## src/rtl/serial_add_ctrl_if.sv

```systemverilog
// Request/result bundle between a requester and the bit-serial adder controller.
// SERIAL_ADD_OVF_EN adds the signed-overflow flag to the bundle.
interface serial_add_ctrl_if #(
  parameter int WIDTH = 8
);
  logic             start;
  logic [WIDTH-1:0] a;
  logic [WIDTH-1:0] b;
  logic             cin;
  logic             busy;
  logic             done;
  logic [WIDTH-1:0] sum;
  logic             cout;
`ifdef SERIAL_ADD_OVF_EN
  logic             ovf;

  modport master (
    output start, a, b, cin,
    input  busy, done, sum, cout, ovf
  );

  modport slave (
    input  start, a, b, cin,
    output busy, done, sum, cout, ovf
  );
`else
  modport master (
    output start, a, b, cin,
    input  busy, done, sum, cout
  );

  modport slave (
    input  start, a, b, cin,
    output busy, done, sum, cout
  );
`endif
endinterface

```

## src/rtl/serial_add_ctrl.sv

```systemverilog
// Bit-serial adder: one shared 1-bit full-adder slice stepped over WIDTH cycles.
// Optional feature macro: SERIAL_ADD_OVF_EN (signed-overflow flag output).
module full_adder_df (
  input  logic i_a,
  input  logic i_b,
  input  logic i_cin,
  output logic o_sum,
  output logic o_cout
);
  assign o_sum  = i_a ^ i_b ^ i_cin;
  assign o_cout = (i_a & i_b) | (i_a & i_cin) | (i_b & i_cin);
endmodule

module serial_add_ctrl #(
  parameter int WIDTH = 8
) (
  input  logic             clk,
  input  logic             rst_n,
  serial_add_ctrl_if.slave bus
);
  localparam int CNT_W = $clog2(WIDTH + 1);
  localparam logic [CNT_W-1:0] CNT_LAST = CNT_W'(WIDTH - 1);

  typedef enum logic [1:0] {
    S_IDLE = 2'd0,
    S_RUN  = 2'd1,
    S_DONE = 2'd2
  } state_t;

  state_t           r_state;
  logic [WIDTH-1:0] r_a;
  logic [WIDTH-1:0] r_b;
  logic             r_carry;
  logic [CNT_W-1:0] r_cnt;
  logic [WIDTH-1:0] r_sum;
  logic             r_cout;
  logic             r_busy;
  logic             r_done;
`ifdef SERIAL_ADD_OVF_EN
  logic             r_ovf;
`endif

  logic             w_fa_sum;
  logic             w_fa_cout;
  logic [WIDTH-1:0] w_sum_shift;

  full_adder_df u_fa (
    .i_a    (r_a[0]),
    .i_b    (r_b[0]),
    .i_cin  (r_carry),
    .o_sum  (w_fa_sum),
    .o_cout (w_fa_cout)
  );

  // Result fills from the MSB end, so after WIDTH steps bit 0 lands at the LSB.
  generate
    if (WIDTH == 1) begin : g_sum_w1
      assign w_sum_shift = w_fa_sum;
    end else begin : g_sum_wn
      assign w_sum_shift = {w_fa_sum, r_sum[WIDTH-1:1]};
    end
  endgenerate

  always_ff @(posedge clk or negedge rst_n) begin
    if (!rst_n) begin
      r_state <= S_IDLE;
      r_a     <= '0;
      r_b     <= '0;
      r_carry <= 1'b0;
      r_cnt   <= '0;
      r_sum   <= '0;
      r_cout  <= 1'b0;
      r_busy  <= 1'b0;
      r_done  <= 1'b0;
`ifdef SERIAL_ADD_OVF_EN
      r_ovf   <= 1'b0;
`endif
    end else begin
      case (r_state)
        S_IDLE: begin
          r_done <= 1'b0;
          if (bus.start) begin
            r_a     <= bus.a;
            r_b     <= bus.b;
            r_carry <= bus.cin;
            r_cnt   <= '0;
            r_busy  <= 1'b1;
            r_state <= S_RUN;
          end
        end
        S_RUN: begin
          r_sum   <= w_sum_shift;
          r_a     <= r_a >> 1;
          r_b     <= r_b >> 1;
          r_carry <= w_fa_cout;
          if (r_cnt == CNT_LAST) begin
            r_cout  <= w_fa_cout;
            r_busy  <= 1'b0;
            r_done  <= 1'b1;
            r_state <= S_DONE;
`ifdef SERIAL_ADD_OVF_EN
            // r_carry here is the carry into the MSB slice.
            r_ovf   <= r_carry ^ w_fa_cout;
`endif
          end else begin
            r_cnt <= r_cnt + 1'b1;
          end
        end
        S_DONE: begin
          r_done  <= 1'b0;
          r_state <= S_IDLE;
        end
        default: begin
          r_busy  <= 1'b0;
          r_done  <= 1'b0;
          r_state <= S_IDLE;
        end
      endcase
    end
  end

  assign bus.busy = r_busy;
  assign bus.done = r_done;
  assign bus.sum  = r_sum;
  assign bus.cout = r_cout;
`ifdef SERIAL_ADD_OVF_EN
  assign bus.ovf  = r_ovf;
`endif
endmodule

```

## src/flat_wrapper.sv

```systemverilog
// flat-port wrapper written by rule: the top's interface ports become plain ports
module serial_add_ctrl_flat 
#(
  parameter int WIDTH = 8
)
  (clk, rst_n, bus_start, bus_a, bus_b, bus_cin, bus_busy, bus_done, bus_sum, bus_cout);
  serial_add_ctrl_if #(.WIDTH(WIDTH)) bus_i ();
  input  logic clk;
  input  logic rst_n;
  input wire logic [$bits(bus_i.start)-1:0] bus_start;
  input wire logic [$bits(bus_i.a)-1:0] bus_a;
  input wire logic [$bits(bus_i.b)-1:0] bus_b;
  input wire logic [$bits(bus_i.cin)-1:0] bus_cin;
  output wire logic [$bits(bus_i.busy)-1:0] bus_busy;
  output wire logic [$bits(bus_i.done)-1:0] bus_done;
  output wire logic [$bits(bus_i.sum)-1:0] bus_sum;
  output wire logic [$bits(bus_i.cout)-1:0] bus_cout;
  assign bus_i.start = bus_start;
  assign bus_i.a = bus_a;
  assign bus_i.b = bus_b;
  assign bus_i.cin = bus_cin;
  assign bus_busy = bus_i.busy;
  assign bus_done = bus_i.done;
  assign bus_sum = bus_i.sum;
  assign bus_cout = bus_i.cout;
  serial_add_ctrl #(.WIDTH(WIDTH)) u_core (.clk(clk), .rst_n(rst_n), .bus(bus_i));
endmodule
```

## config.mk

```make
export PLATFORM = sky130hd
export DESIGN_NAME = serial_add_ctrl_flat
export DESIGN_NICKNAME = d
export VERILOG_FILES = /design/src/rtl/serial_add_ctrl_if.sv /design/src/rtl/serial_add_ctrl.sv /design/src/flat_wrapper.sv
export SDC_FILE = /design/constraint.sdc
export NUM_CORES = 1
export LEC_CHECK = 0
export CAP_MARGIN = 10
export CORE_MARGIN = 5
export CORE_UTILIZATION = 45
export DETAILED_ROUTE_END_ITERATION = 16
export GPL_ROUTABILITY_DRIVEN = 1
export GPL_TIMING_DRIVEN = 0
export PLACE_DENSITY = 0.73
export SLEW_MARGIN = 15
export SYNTH_ARGS = -nofsm -noshare
export SYNTH_HDL_FRONTEND = slang
export SYNTH_SLANG_ARGS = --single-unit
```

## constraint.sdc

```tcl
create_clock -name clk -period 3.07 [get_ports clk]
set_clock_uncertainty 0.2 [all_clocks]
set_input_delay 0.7675 -clock clk [delete_from_list [all_inputs] [get_ports clk]]
set_output_delay 0.7675 -clock clk [all_outputs]
set_load 0.005 [all_outputs]
```

==> metrics.txt <==
Final period util=0.708; worst slew pin tran=0.755 ns; startpoint types=flop; vias per cell=5.43; worst hold path class=reg -> reg; grt met2 use=0.241; worst-path cell chain=clkdlybuf4s50_1; CTS buffer count=5; static leakage=0.941 nW; CP endpoint kind=output port; crit path from=u_core.bus.busy$_DFFE_PN0P_; flop-to-flop setup slack=1.42 ns; Worst path max stage delay=0.52 ns; CTS max path bufs=2; Routability Congestion=0.769; delay-heaviest family, CP=buffers and inverters; clock-pin slew on the worst setup and hold paths=0.07 ns; required time worst endpoint=2.10 ns; ys async rst share=1.00; slew margin rel.=0.496; fraction of layout cells with a size suffix above 1=0.306; EDFF count, synth=0; CP max-delay cell=clkdlybuf4s50_1; Synth Net Count=157; vias in the first global route=1266; hold_ws=0.294 ns; CTS H-tree depth=2; Netlist cell types=38; Max FO, Critical Path=3; final wirelength=3.43 mm; Buffers on Ports=30; clock sink total=34; I/O pins=31; post-CTS setup buffers=0; met1 Usage GRT=0.180; routed length per instance=15.5 µm; final setup margin=0.895 ns; GRT met3 Usage=0.0568; FMAX=0.460 GHz; All-Layer GR Usage=0.152; grt ovf=0; CTS root buffer=clkbuf_8; status=finished, final reports clean; worst r2r src=u_core.r_cnt[0]$_DFFE_PN0P_; Mean Syn Cell Area=12.5 µm²; full die area=5070 µm²; initial antenna violation count=0; Starting Density=0.463; die span in x=71.2 µm; Power Density=938 nW/µm²; largest net degree at the start of global routing=35; Die Y=71.2 µm; Diodes inserted=0; WP depth=1; Hold Violations, Final=0; global-route wire length before repair=6.02 mm; Core Area=3630 µm²; Rows=22; WP data arrival=1.21 ns; Post-CTS Resized=0; detailed-route DRC error count=0; Critical Path End=bus_busy; gr busiest metal=met2; Setup Viol. Count Final=0; maximum vdd ir drop=0.397 mV; Seq cells post-synth=34; RSZ-0062 raised after global routing=no; Crit Path Class=reg -> out; max cap viols=0; TritonCTS clock tree=built; routed vias=1200; cell count of the worst reg-to-reg path=4; DRT antenna net count=0; final slew viol count=0; Final TNS setup=0 ns; CTS Hold Buffers Added=0; Pre-antenna DRT Iters=4; nets=194; Mapped Cells=135; Worst-Skew Late Latency=0.29 ns; Post-synth top flop=dfrtp_1; post-synthesis instance area=1680 µm²; initial DRC count=51; Critical path buffers and inverters=1; Layout area overhead=26.5%; reg2reg end=u_core.bus.cout$_DFFE_PN0P_; detailed placement HPWL=2.39 mm; pre-CTS setup slack=0.715 ns; fin crit period=2.18 ns; Ys Warns=0; post-synthesis sequential area ratio=0.505
## cell usage after synthesis (2+ instances only)
library cell,instances,share of area
a31oi_1,2,0.0074
nor2_1,2,0.0045
a22oi_1,5,0.022
buf_6,3,0.020
a22oi_2,10,0.074
mux2_4,8,0.071
nor2b_1,2,0.0074
buf_2,3,0.0089
o21ai_0,2,0.0059
o21ai_2,9,0.047
dfrtp_1,34,0.51
inv_1,2,0.0045
o21ai_1,5,0.015
nand3_1,3,0.0089
nand2_1,18,0.040
buf_4,3,0.013
and3b_1,2,0.010
a21oi_1,2,0.0059
## metal layers
layer  vias up  part of all wire
li1        561                 -
met1       596              0.42
met2        35              0.50
met3         8             0.057
met4         0             0.020
met5         -                 0
## registers in the layout, summed over array words and instances (netlist names)
| signal | flops |
|---|---|
| u_core.r_cnt | 4 |
| u_core.r_carry | 1 |
| u_core.bus.busy | 1 |
| u_core.r_a | 8 |
| u_core.bus.done | 1 |
| u_core.bus.sum | 8 |
| u_core.r_b | 8 |
| u_core.r_state | 2 |
| u_core.bus.cout | 1 |
## where the power goes
part | total (mW) | switching (mW) | internal, mW
registers | 0.775 | 0.143 | 0.632
clock network | 0.335 | 0.154 | 0.181
logic | 0.888 | 0.370 | 0.518
total | 2.00 | 0.668 | 1.33
## cell type report
class / instances / area [µm²]
multi-input combinational: 88 / 736
clock inverter: 1 / 5.00
sequential: 34 / 851
clock buffer: 7 / 86.3
inverter: 3 / 11.3
timing repair buffer: 30 / 295
buffer: 10 / 86.3
tap: 48 / 60.1
fill: 338 / 1500
## cell families after synthesis
family,Yosys count,synth area share
multiplexers,9,0.0780
adder cells (fa/ha/maj),2,0.0193
AO/OA/AOI/OAI,43,0.229
flip-flops,34,0.505
buffers and inverters,13,0.0579
AND/OR/NAND/NOR,34,0.111
## worst min path at each step
stage / startpoint / end / slack, ns / cells past startpoint
after floorplan: u_core.r_a[3]$_DFFE_PN0P_ / u_core.r_a[3]$_DFFE_PN0P_ / 0.25 / 2
after global routing: u_core.r_b[2]$_DFFE_PN0P_ / u_core.r_b[2]$_DFFE_PN0P_ / 0.32 / 2
after detailed placement: u_core.r_a[1]$_DFFE_PN0P_ / u_core.r_a[1]$_DFFE_PN0P_ / 0.28 / 2
final: u_core.r_a[3]$_DFFE_PN0P_ / u_core.r_a[3]$_DFFE_PN0P_ / 0.29 / 2
after CTS: u_core.r_a[1]$_DFFE_PN0P_ / u_core.r_a[1]$_DFFE_PN0P_ / 0.30 / 2
after global placement: u_core.r_a[3]$_DFFE_PN0P_ / u_core.r_a[3]$_DFFE_PN0P_ / 0.27 / 2
## worst register-to-register path, cell delays in order, from the launching register on
cell and delay [ns]:
dfrtp_1 0.43, ha_1 0.28, nand3b_4 0.13, nor2_2 0.15
mux2_1 0.33
## metrics by stage
stage / instance area (µm²) / instances / utilization / power (mW)
floorplan: 1680 / 135 / - / 1.38
global placement: 2040 / 213 / 0.563 / 1.64
detailed placement: 2040 / 213 / 0.561 / 1.68
CTS: 2130 / 221 / 0.586 / 2.02
global route: 2130 / 221 / 0.586 / 2.13
finish: 2130 / 221 / 0.586 / 2.00
## cells in the final DEF, fill, tap and decap left out, types with 2 or more instances in the layout
| cell | count |
|---|---|
| buf_2 | 4 |
| and3b_1 | 2 |
| nand2_1 | 18 |
| clkdlybuf4s50_1 | 29 |
| buf_6 | 3 |
| dfrtp_1 | 34 |
| o21ai_1 | 5 |
| a31oi_1 | 2 |
| o21ai_2 | 9 |
| mux2_4 | 8 |
| a22oi_2 | 10 |
| inv_1 | 2 |
| buf_4 | 3 |
| nor2b_1 | 2 |
| o21ai_0 | 2 |
| clkbuf_8 | 6 |
| nor2_1 | 2 |
| a21oi_1 | 2 |
| a22oi_1 | 5 |
| nand3_1 | 3 |
Power figures use the tool's default switching activity.
